--- src/rtl/seg7_scan_display.sv ---
// Multiplexed 6-digit 7-segment driver: frame-coherent input shadow, blanked digit slots, BCD decode, blink.
// Optional build macro LEADING_ZERO_BLANK_EN darkens the hour-tens digit when it is zero.
module seg7_scan_display #(
    parameter int SCAN_DIV     = 4,
    parameter int BLINK_DIV    = 256,
    parameter bit COMMON_ANODE = 1'b0
) (
    input  logic       clk,
    input  logic       rst,
    input  logic [7:0] hour,
    input  logic [7:0] min,
    input  logic [7:0] sec,
    input  logic       sec_blank,
    input  logic       blink_hour,
    input  logic       blink_min,
    output logic [6:0] seg,
    output logic       dp,
    output logic [5:0] dig_sel
);
    localparam int DW = (SCAN_DIV > 1) ? $clog2(SCAN_DIV) : 1;
    localparam int BW = (BLINK_DIV > 1) ? $clog2(BLINK_DIV) : 1;
    localparam logic [DW-1:0] DIV_LAST   = DW'(SCAN_DIV - 1);
    localparam logic [BW-1:0] BLINK_LAST = BW'(BLINK_DIV - 1);

    logic [DW-1:0] div_q, div_d;
    logic [2:0]    digit_q, digit_d;
    logic [BW-1:0] blink_cnt_q, blink_cnt_d;
    logic          blink_phase_q, blink_phase_d;

    logic [7:0] hour_q, min_q, sec_q;
    logic       sec_blank_q, blink_hour_q, blink_min_q;

    logic [6:0] seg_q, seg_d;
    logic       dp_q, dp_d;
    logic [5:0] dig_sel_q, dig_sel_d;

    logic       load_shadow;
    logic       lit;
    logic [3:0] nibble;
    logic       blank_lz;
    logic [5:0] dig_on;

    function automatic logic [6:0] bcd_to_seg(input logic [3:0] n);
        case (n)
            4'd0:    return 7'b0111111;
            4'd1:    return 7'b0000110;
            4'd2:    return 7'b1011011;
            4'd3:    return 7'b1001111;
            4'd4:    return 7'b1100110;
            4'd5:    return 7'b1101101;
            4'd6:    return 7'b1111101;
            4'd7:    return 7'b0000111;
            4'd8:    return 7'b1111111;
            4'd9:    return 7'b1101111;
            default: return 7'b1000000;
        endcase
    endfunction

`ifdef LEADING_ZERO_BLANK_EN
    assign blank_lz = (hour_q[7:4] == 4'd0);
`else
    assign blank_lz = 1'b0;
`endif

    assign load_shadow = (digit_q == 3'd0) && (div_q == '0);

    // Counters: slot divider, digit index, free-running blink timer.
    always_comb begin
        div_d         = div_q + DW'(1);
        digit_d       = digit_q;
        blink_cnt_d   = blink_cnt_q + BW'(1);
        blink_phase_d = blink_phase_q;
        if (div_q == DIV_LAST) begin
            div_d   = '0;
            digit_d = (digit_q == 3'd5) ? 3'd0 : digit_q + 3'd1;
        end
        if (blink_cnt_q == BLINK_LAST) begin
            blink_cnt_d   = '0;
            blink_phase_d = ~blink_phase_q;
        end
    end

    // Slot 0 of every digit is dark so the previous digit's segments never ghost onto the next.
    always_comb begin
        nibble = 4'd0;
        lit    = (div_q != '0);
        case (digit_q)
            3'd0: begin
                nibble = sec_q[3:0];
                if (sec_blank_q) lit = 1'b0;
            end
            3'd1: begin
                nibble = sec_q[7:4];
                if (sec_blank_q) lit = 1'b0;
            end
            3'd2: begin
                nibble = min_q[3:0];
                if (blink_min_q && blink_phase_q) lit = 1'b0;
            end
            3'd3: begin
                nibble = min_q[7:4];
                if (blink_min_q && blink_phase_q) lit = 1'b0;
            end
            3'd4: begin
                nibble = hour_q[3:0];
                if (blink_hour_q && blink_phase_q) lit = 1'b0;
            end
            3'd5: begin
                nibble = hour_q[7:4];
                if ((blink_hour_q && blink_phase_q) || blank_lz) lit = 1'b0;
            end
            default: lit = 1'b0;
        endcase
    end

    for (genvar gi = 0; gi < 6; gi++) begin : g_dig
        assign dig_on[gi] = lit && (digit_q == 3'(gi));
    end

    always_comb begin
        seg_d     = lit ? bcd_to_seg(nibble) : 7'b0000000;
        dp_d      = lit && ((digit_q == 3'd2) || (digit_q == 3'd4));
        dig_sel_d = dig_on;
        seg_d     = seg_d ^ {7{COMMON_ANODE}};
        dp_d      = dp_d ^ COMMON_ANODE;
        dig_sel_d = dig_sel_d ^ {6{COMMON_ANODE}};
    end

    always_ff @(posedge clk) begin
        if (rst) begin
            div_q         <= '0;
            digit_q       <= 3'd0;
            blink_cnt_q   <= '0;
            blink_phase_q <= 1'b0;
            hour_q        <= 8'h00;
            min_q         <= 8'h00;
            sec_q         <= 8'h00;
            sec_blank_q   <= 1'b0;
            blink_hour_q  <= 1'b0;
            blink_min_q   <= 1'b0;
            seg_q         <= {7{COMMON_ANODE}};
            dp_q          <= COMMON_ANODE;
            dig_sel_q     <= {6{COMMON_ANODE}};
        end else begin
            div_q         <= div_d;
            digit_q       <= digit_d;
            blink_cnt_q   <= blink_cnt_d;
            blink_phase_q <= blink_phase_d;
            if (load_shadow) begin
                hour_q       <= hour;
                min_q        <= min;
                sec_q        <= sec;
                sec_blank_q  <= sec_blank;
                blink_hour_q <= blink_hour;
                blink_min_q  <= blink_min;
            end
            seg_q         <= seg_d;
            dp_q          <= dp_d;
            dig_sel_q     <= dig_sel_d;
        end
    end

    assign seg     = seg_q;
    assign dp      = dp_q;
    assign dig_sel = dig_sel_q;
endmodule

--- config.mk ---
export PLATFORM = sky130hd
export DESIGN_NAME = seg7_scan_display
export DESIGN_NICKNAME = d
export VERILOG_FILES = /design/src/rtl/seg7_scan_display.sv
export SDC_FILE = /design/constraint.sdc
export NUM_CORES = 1
export LEC_CHECK = 0
export ABC_AREA = 1
export BUFFER_PORTS_ARGS = -buffer_cell sky130_fd_sc_hd__clkbuf_2
export CORE_AREA = 2 2 87 64
export CTS_CLUSTER_DIAMETER = 80
export DETAILED_ROUTE_END_ITERATION = 10
export DIE_AREA = 0 0 89 66
export PLACE_DENSITY = 0.73
export SLEW_MARGIN = 20
export SYNTH_ARGS = -nofsm -noshare
export SYNTH_HDL_FRONTEND = slang
export SYNTH_SLANG_ARGS = --single-unit
--- constraint.sdc ---
create_clock -name clk -period 1.98 [get_ports clk]
set_input_delay 0.198 -clock clk [delete_from_list [all_inputs] [get_ports clk]]
set_output_delay 0.198 -clock clk [all_outputs]
set_load 0.1 [all_outputs]
# Word level (Yosys, flattened, before mapping)
# Memory sizes are Yosys's and may differ from the RTL's. A register that Yosys moved wholly into a read port is not among the register bits.
# Cells that the tools add are included.
word_totals:
  regBits: 48
  mem_bits_ro: 112
  output_inout_bits: 14
  memories: 1
op_classes:
  add_sub_neg: 3
  eq_ne: 7
  mux: 6
  n_bitwise: 2
  reduce_logical: 20
memory_table:
  columns: ["name", "depth", "word_bits", "read_ports", "rd_clocked_by_memory_dff", "write_ports", "line_no", "text"]
  rows:
  - ["(name not given)", 16, 7, 1, 1, 0, "44", "case (n)"]
op_table:
  columns: ["operator", "n"]
  rows:
  - ["$pmux W4 S6", 1]
  - ["$reduce_or A2 Y1", 6]
  - ["$logic_and A1 B1 Y1", 10]
  - ["$add A8 B1 Y8 const B", 1]
  - ["$eq A8 B8 Y1 const B", 1]
  - ["$eq A3 B2 Y1 const B", 2]
  - ["$eq A3 B3 Y1 const B", 2]
  - ["$add A3 B1 Y3 const B", 1]
  - ["$eq A3 B1 Y1 const B", 1]
  - ["$logic_not A3 Y1", 1]
  - ["$mux W1", 3]
  - ["$mux W3", 1]
  - ["$pmux W1 S3", 1]
  - ["$add A2 B1 Y2 const B", 1]
  - ["$eq A2 B2 Y1 const B", 1]
  - ["$logic_not A2 Y1", 1]
  - ["$not A1 Y1", 2]
  - ["$reduce_bool A2 Y1", 1]
  - ["$logic_or A1 B1 Y1", 1]

# Depth between registers and ports, before layout
depth:
  ltp_word: 5
  ltp_mapped: 14

# Worst setup path before layout
# OpenSTA, ideal clock, no wires.
synth_path:
  path_kind: "register -> register"
  startpoint: "register digit_q[0]"
  endpoint: "register seg_q[3], in the netlist seg[3]"
  setup_time_ps: 113
  arrival_ps: 1833
  required_time_ps: 1867
  setup_slack_ps: 34
  path_stages_with_launch: 15
  path_buffers: 1
  path_cell_list: "dfxtp_1 -> buf_2 -> nand2_1 -> inv_1 -> ha_1 -> nand2_1 -> nand4_1 -> nor2_1 -> inv_1 -> ha_1 -> inv_1 -> nand2_1 -> inv_1 -> nor2_1 -> nor2_1"
synth_between:
  elab_chain_cells: 5
  elab_cells_between_ends: 13
  classes_between: "eq/ne: 5; mux: 2; bitwise: 1; reduce/logical: 5"
synth_lines:
  columns: ["item", "line_no", "text"]
  rows:
  - ["from (decl)", "26", "logic [2:0] digit_q, digit_d;"]
  - ["from (signal assigned)", "146", "digit_q <= digit_d;"]
  - ["$eq A3 B3 Y1 (tied with other cells)", "87", "case (digit_q)"]
  - ["$reduce_or A2 Y1 (no source line)", null, null]
  - ["$pmux W1 S3", "87", null]
  - ["$not A1 Y1 (no source line)", null, null]
  - ["$reduce_or A2 Y1 (no source line)", null, null]
  - ["to (decl)", "33", "logic [6:0] seg_q, seg_d;"]
# Several ways; a longest one is shown, not always the timed one.
# A chain may end at the register's enable or synchronous reset.

# Worst setup path in the final report
layout_path:
  startpoint: "register digit_q[1]"
  endpoint: "register seg_q[5], in the netlist seg[5]"
# The elaborated chain is that of the path after synthesis.

==> results.cfg <==
[pwr]
powerDensity_nw_per_um2 = 1085
p_total_mw = 3.049
static-leakage-power_nw = 1.300
peakVddDrop_uv = 420.7

[run]
maxCapViolations = 0

[global_routing]
grt_max_degree = 29
antenna_found_initial = 0
grt_pass1_vias = 1932
grt_first_pass_wirelength_um = 8652
grt_usage_pct = 18.73
grt-ovfl-total = 0

[cells_and_area]
nNetsFinal = 408
drive_gt1_share_pct = 21.74
stdcell_area_um2 = 2810
n_antenna_cell = 0
area_growth_pct = 16.80

[synth]
async_flop_share_pct = 0
synth_cell_types = 27
synth_nets = 361
ys_ff_latch = 55
synth_ff_type = dfxtp_1
syn_area_per_cell_um2 = 7.472
netlist_instances = 322
ys_top_cells_by_area = dfxtp_1, nand2_1, nand3_1, a21oi_1, ha_1
synth_top_area_share_pct = 45.76
synth_warnings = 0
synth_edf_count = 0
syn_area_um2 = 2406
yosysSeqAreaShare_pct = 45.76
yosysTopAreaCell = dfxtp_1

[timing]
holdWs_ns = 0.1497
period_needed_ns = 1.809
rsz0062_at_grt = false
drv_slew = 0
tightest_slew_ns = 0.5398
maxSlewHeadroom_pct = 64.17
layout_setup_ws_ns = 0.1708
period_share_pct = 91.37
setup_violations = 0
clock_skew_ns = 0.006293
fin_setup_tns_ns = 0
hold_viol = 0
timing.fmax_ghz = 0.5527

[worst_setup_path]
cp_common_cell = nand2_1
required_ns = 2.21
cp_max_fo = 9
path_class = flip-flop to flip-flop
path_buf_inv = 3
cpLargestDelayFamily = simple AND/OR/NAND/NOR gates
slowest_delay_ns = 0.38
slowest_stage = dfxtp_2
cp_cell_sequence = nand2_1 > inv_1 > ha_1 > nand2_1 > nand4_1 > nor2_1 > inv_1 > ha_1 > inv_1 > nand2_1 > nand2_1 > nor2_1 > nor2_1
worstPathArrival_ns = 2.04
crit_path_end_kind = flip-flop
crit_path_start_kind = flip-flop

[clock_tree]
h-tree-depth = 2
path_clk_slew_ns = 0.09
numCtsBuffers = 5
cts_tree = built
cts.sinks = 55
cts_root_buffer = clkbuf_8
worst_skew_pair.late_latency_ns = 0.29
cts_buffer_depth = 2
holdBufCountCts = 0

[floorplan]
io_pins = 43
initial_core_util_pct = 47.50
dieArea_um2 = 5874
num_rows = 22
dieWidth_um = 89
die_h_um = 66
core_area_um2 = 5065

[placement]
hpwl_um = 3943
pre_cts_ws_ns = 0.1486
portBuffers = 42
place_area_um2 = 2731
routabilityCongestion = 0.9049

[detailed_routing]
drt_iter0_markers = 128
vias = 2126
wire_per_inst_um = 11.43
viasPerCell = 4.832
firstDrtPassIters = 4
drt_wl_total_um = 5031
ant_nets = 0
route.detailed.drc = 0

[status]
status = finished, final reports clean

[hold_path]
min_path_type = input port to flip-flop
[report_power, final]
part | internal [mW] | switching (mW)
Sequential | 1.28 | 0.103
Combinational | 0.314 | 0.805
Clock | 0.237 | 0.313
[worst register-to-register path, cell delays in order (launching register included)]
cell	delay, ns
dfxtp_2	0.38
nand2_1	0.08
inv_1	0.04
ha_1	0.23
nand2_1	0.09
nand4_1	0.09
nor2_1	0.23
inv_1	0.13
ha_1	0.19
inv_1	0.05
nand2_1	0.05
nand2_1	0.07
nor2_1	0.04
nor2_1	0.09
[cell type report]
type	instances	area, um2
fillers	515	2255
multi-input cells	224	1134
flip-flops and latches	55	1105
repair buffers	54	300.3
inverters	29	108.9
well taps	72	90.09
clock buffers	6	72.57
[per-layer routing]
metal	wire, um	part of all wire [%]	vias up	GRT usage, %
met4	0	0	0	3.545
met3	314	6.2	0	4.120
met2	2118	42	61	28.08
met1	2597	52	928	27.66
li1	-	-	1137	-
met5	0	0	-	0
[cell usage after synthesis (2+ instances only)]
cell,count
nand2_1,72
dfxtp_1,55
nand3_1,39
a21oi_1,36
nor2_1,32
inv_1,23
nand4_1,11
ha_1,10
buf_2,7
clkbuf_1,6
inv_2,6
nand2_2,4
o21ai_0,4
nand3b_1,2
nor2_4,2
nor3_2,2
[per-stage QoR]
stage / utilization [%] / instances
floorplan: - / 322
global placement: 53.93 / 434
detailed placement: 53.93 / 434
CTS: 55.36 / 440
global route: 55.48 / 440
finish: 55.48 / 440
[cell usage in the layout (no fill, tap or decap)]
cell | synthesis | layout
nor2_2 | 1 | 2
o22ai_1 | 1 | 1
nor3b_1 | 1 | 1
dfxtp_2 | 0 | 3
nor4_1 | 1 | 1
nand3_2 | 1 | 1
nor2_1 | 32 | 31
inv_2 | 6 | 6
or2_2 | 1 | 1
clkbuf_8 | 0 | 5
xnor2_1 | 1 | 1
o21ai_0 | 4 | 4
clkbuf_1 | 6 | 1
nor3_2 | 2 | 2
nor2_4 | 2 | 2
nand2_2 | 4 | 4
nand4_1 | 11 | 11
a21oi_1 | 36 | 36
clkbuf_2 | 0 | 42
a31oi_1 | 1 | 1
nand3b_1 | 2 | 2
nor3_1 | 1 | 1
nand3_1 | 39 | 39
buf_4 | 1 | 12
nand2_1 | 72 | 72
inv_1 | 23 | 23
or2_0 | 1 | 1
ha_1 | 10 | 10
dfxtp_1 | 55 | 52
[worst paths after layout]
kind,slack (ns),endpoint,startpoint,cells past startpoint
setup / recovery,0.17,seg[5],digit_q[1],13
hold / removal,0.15,sec_blank_q,sec_blank,3
setup reg to reg,0.17,seg[5],digit_q[1],13
hold reg to reg,0.47,div_q[0],div_q[0],1
[timing repair]
| action | CTS | global route |
|---|---|---|
| gates resized for setup | 0 | 4 |
| endpoints found under the hold margin | 0 | 0 |
| setup buffers | 0 | 0 |
| setup endpoints to repair | 0 | 6 |
[state kept, by name, indices dropped and copies added, names as in the netlist, 2 cells and up]
signal / count
blink_cnt_q: 8
hour_q: 8
seg: 7
div_q: 2
sec_q: 8
digit_q: 3
dig_sel: 6
min_q: 8
[cell families (layout without fill, tap and decap cells)]
group,after synthesis,count (layout),synth area share (%)
AO/OA/AOI/OAI,42,42,8.841
adder cells (fa/ha/maj),10,10,5.200
buffers and inverters,43,89,7.228
flip-flops,55,55,45.76
AND/OR/NAND/NOR,171,171,32.61
XOR/XNOR,1,1,0.3641
Note: power is estimated with default switching activity, not from simulation.
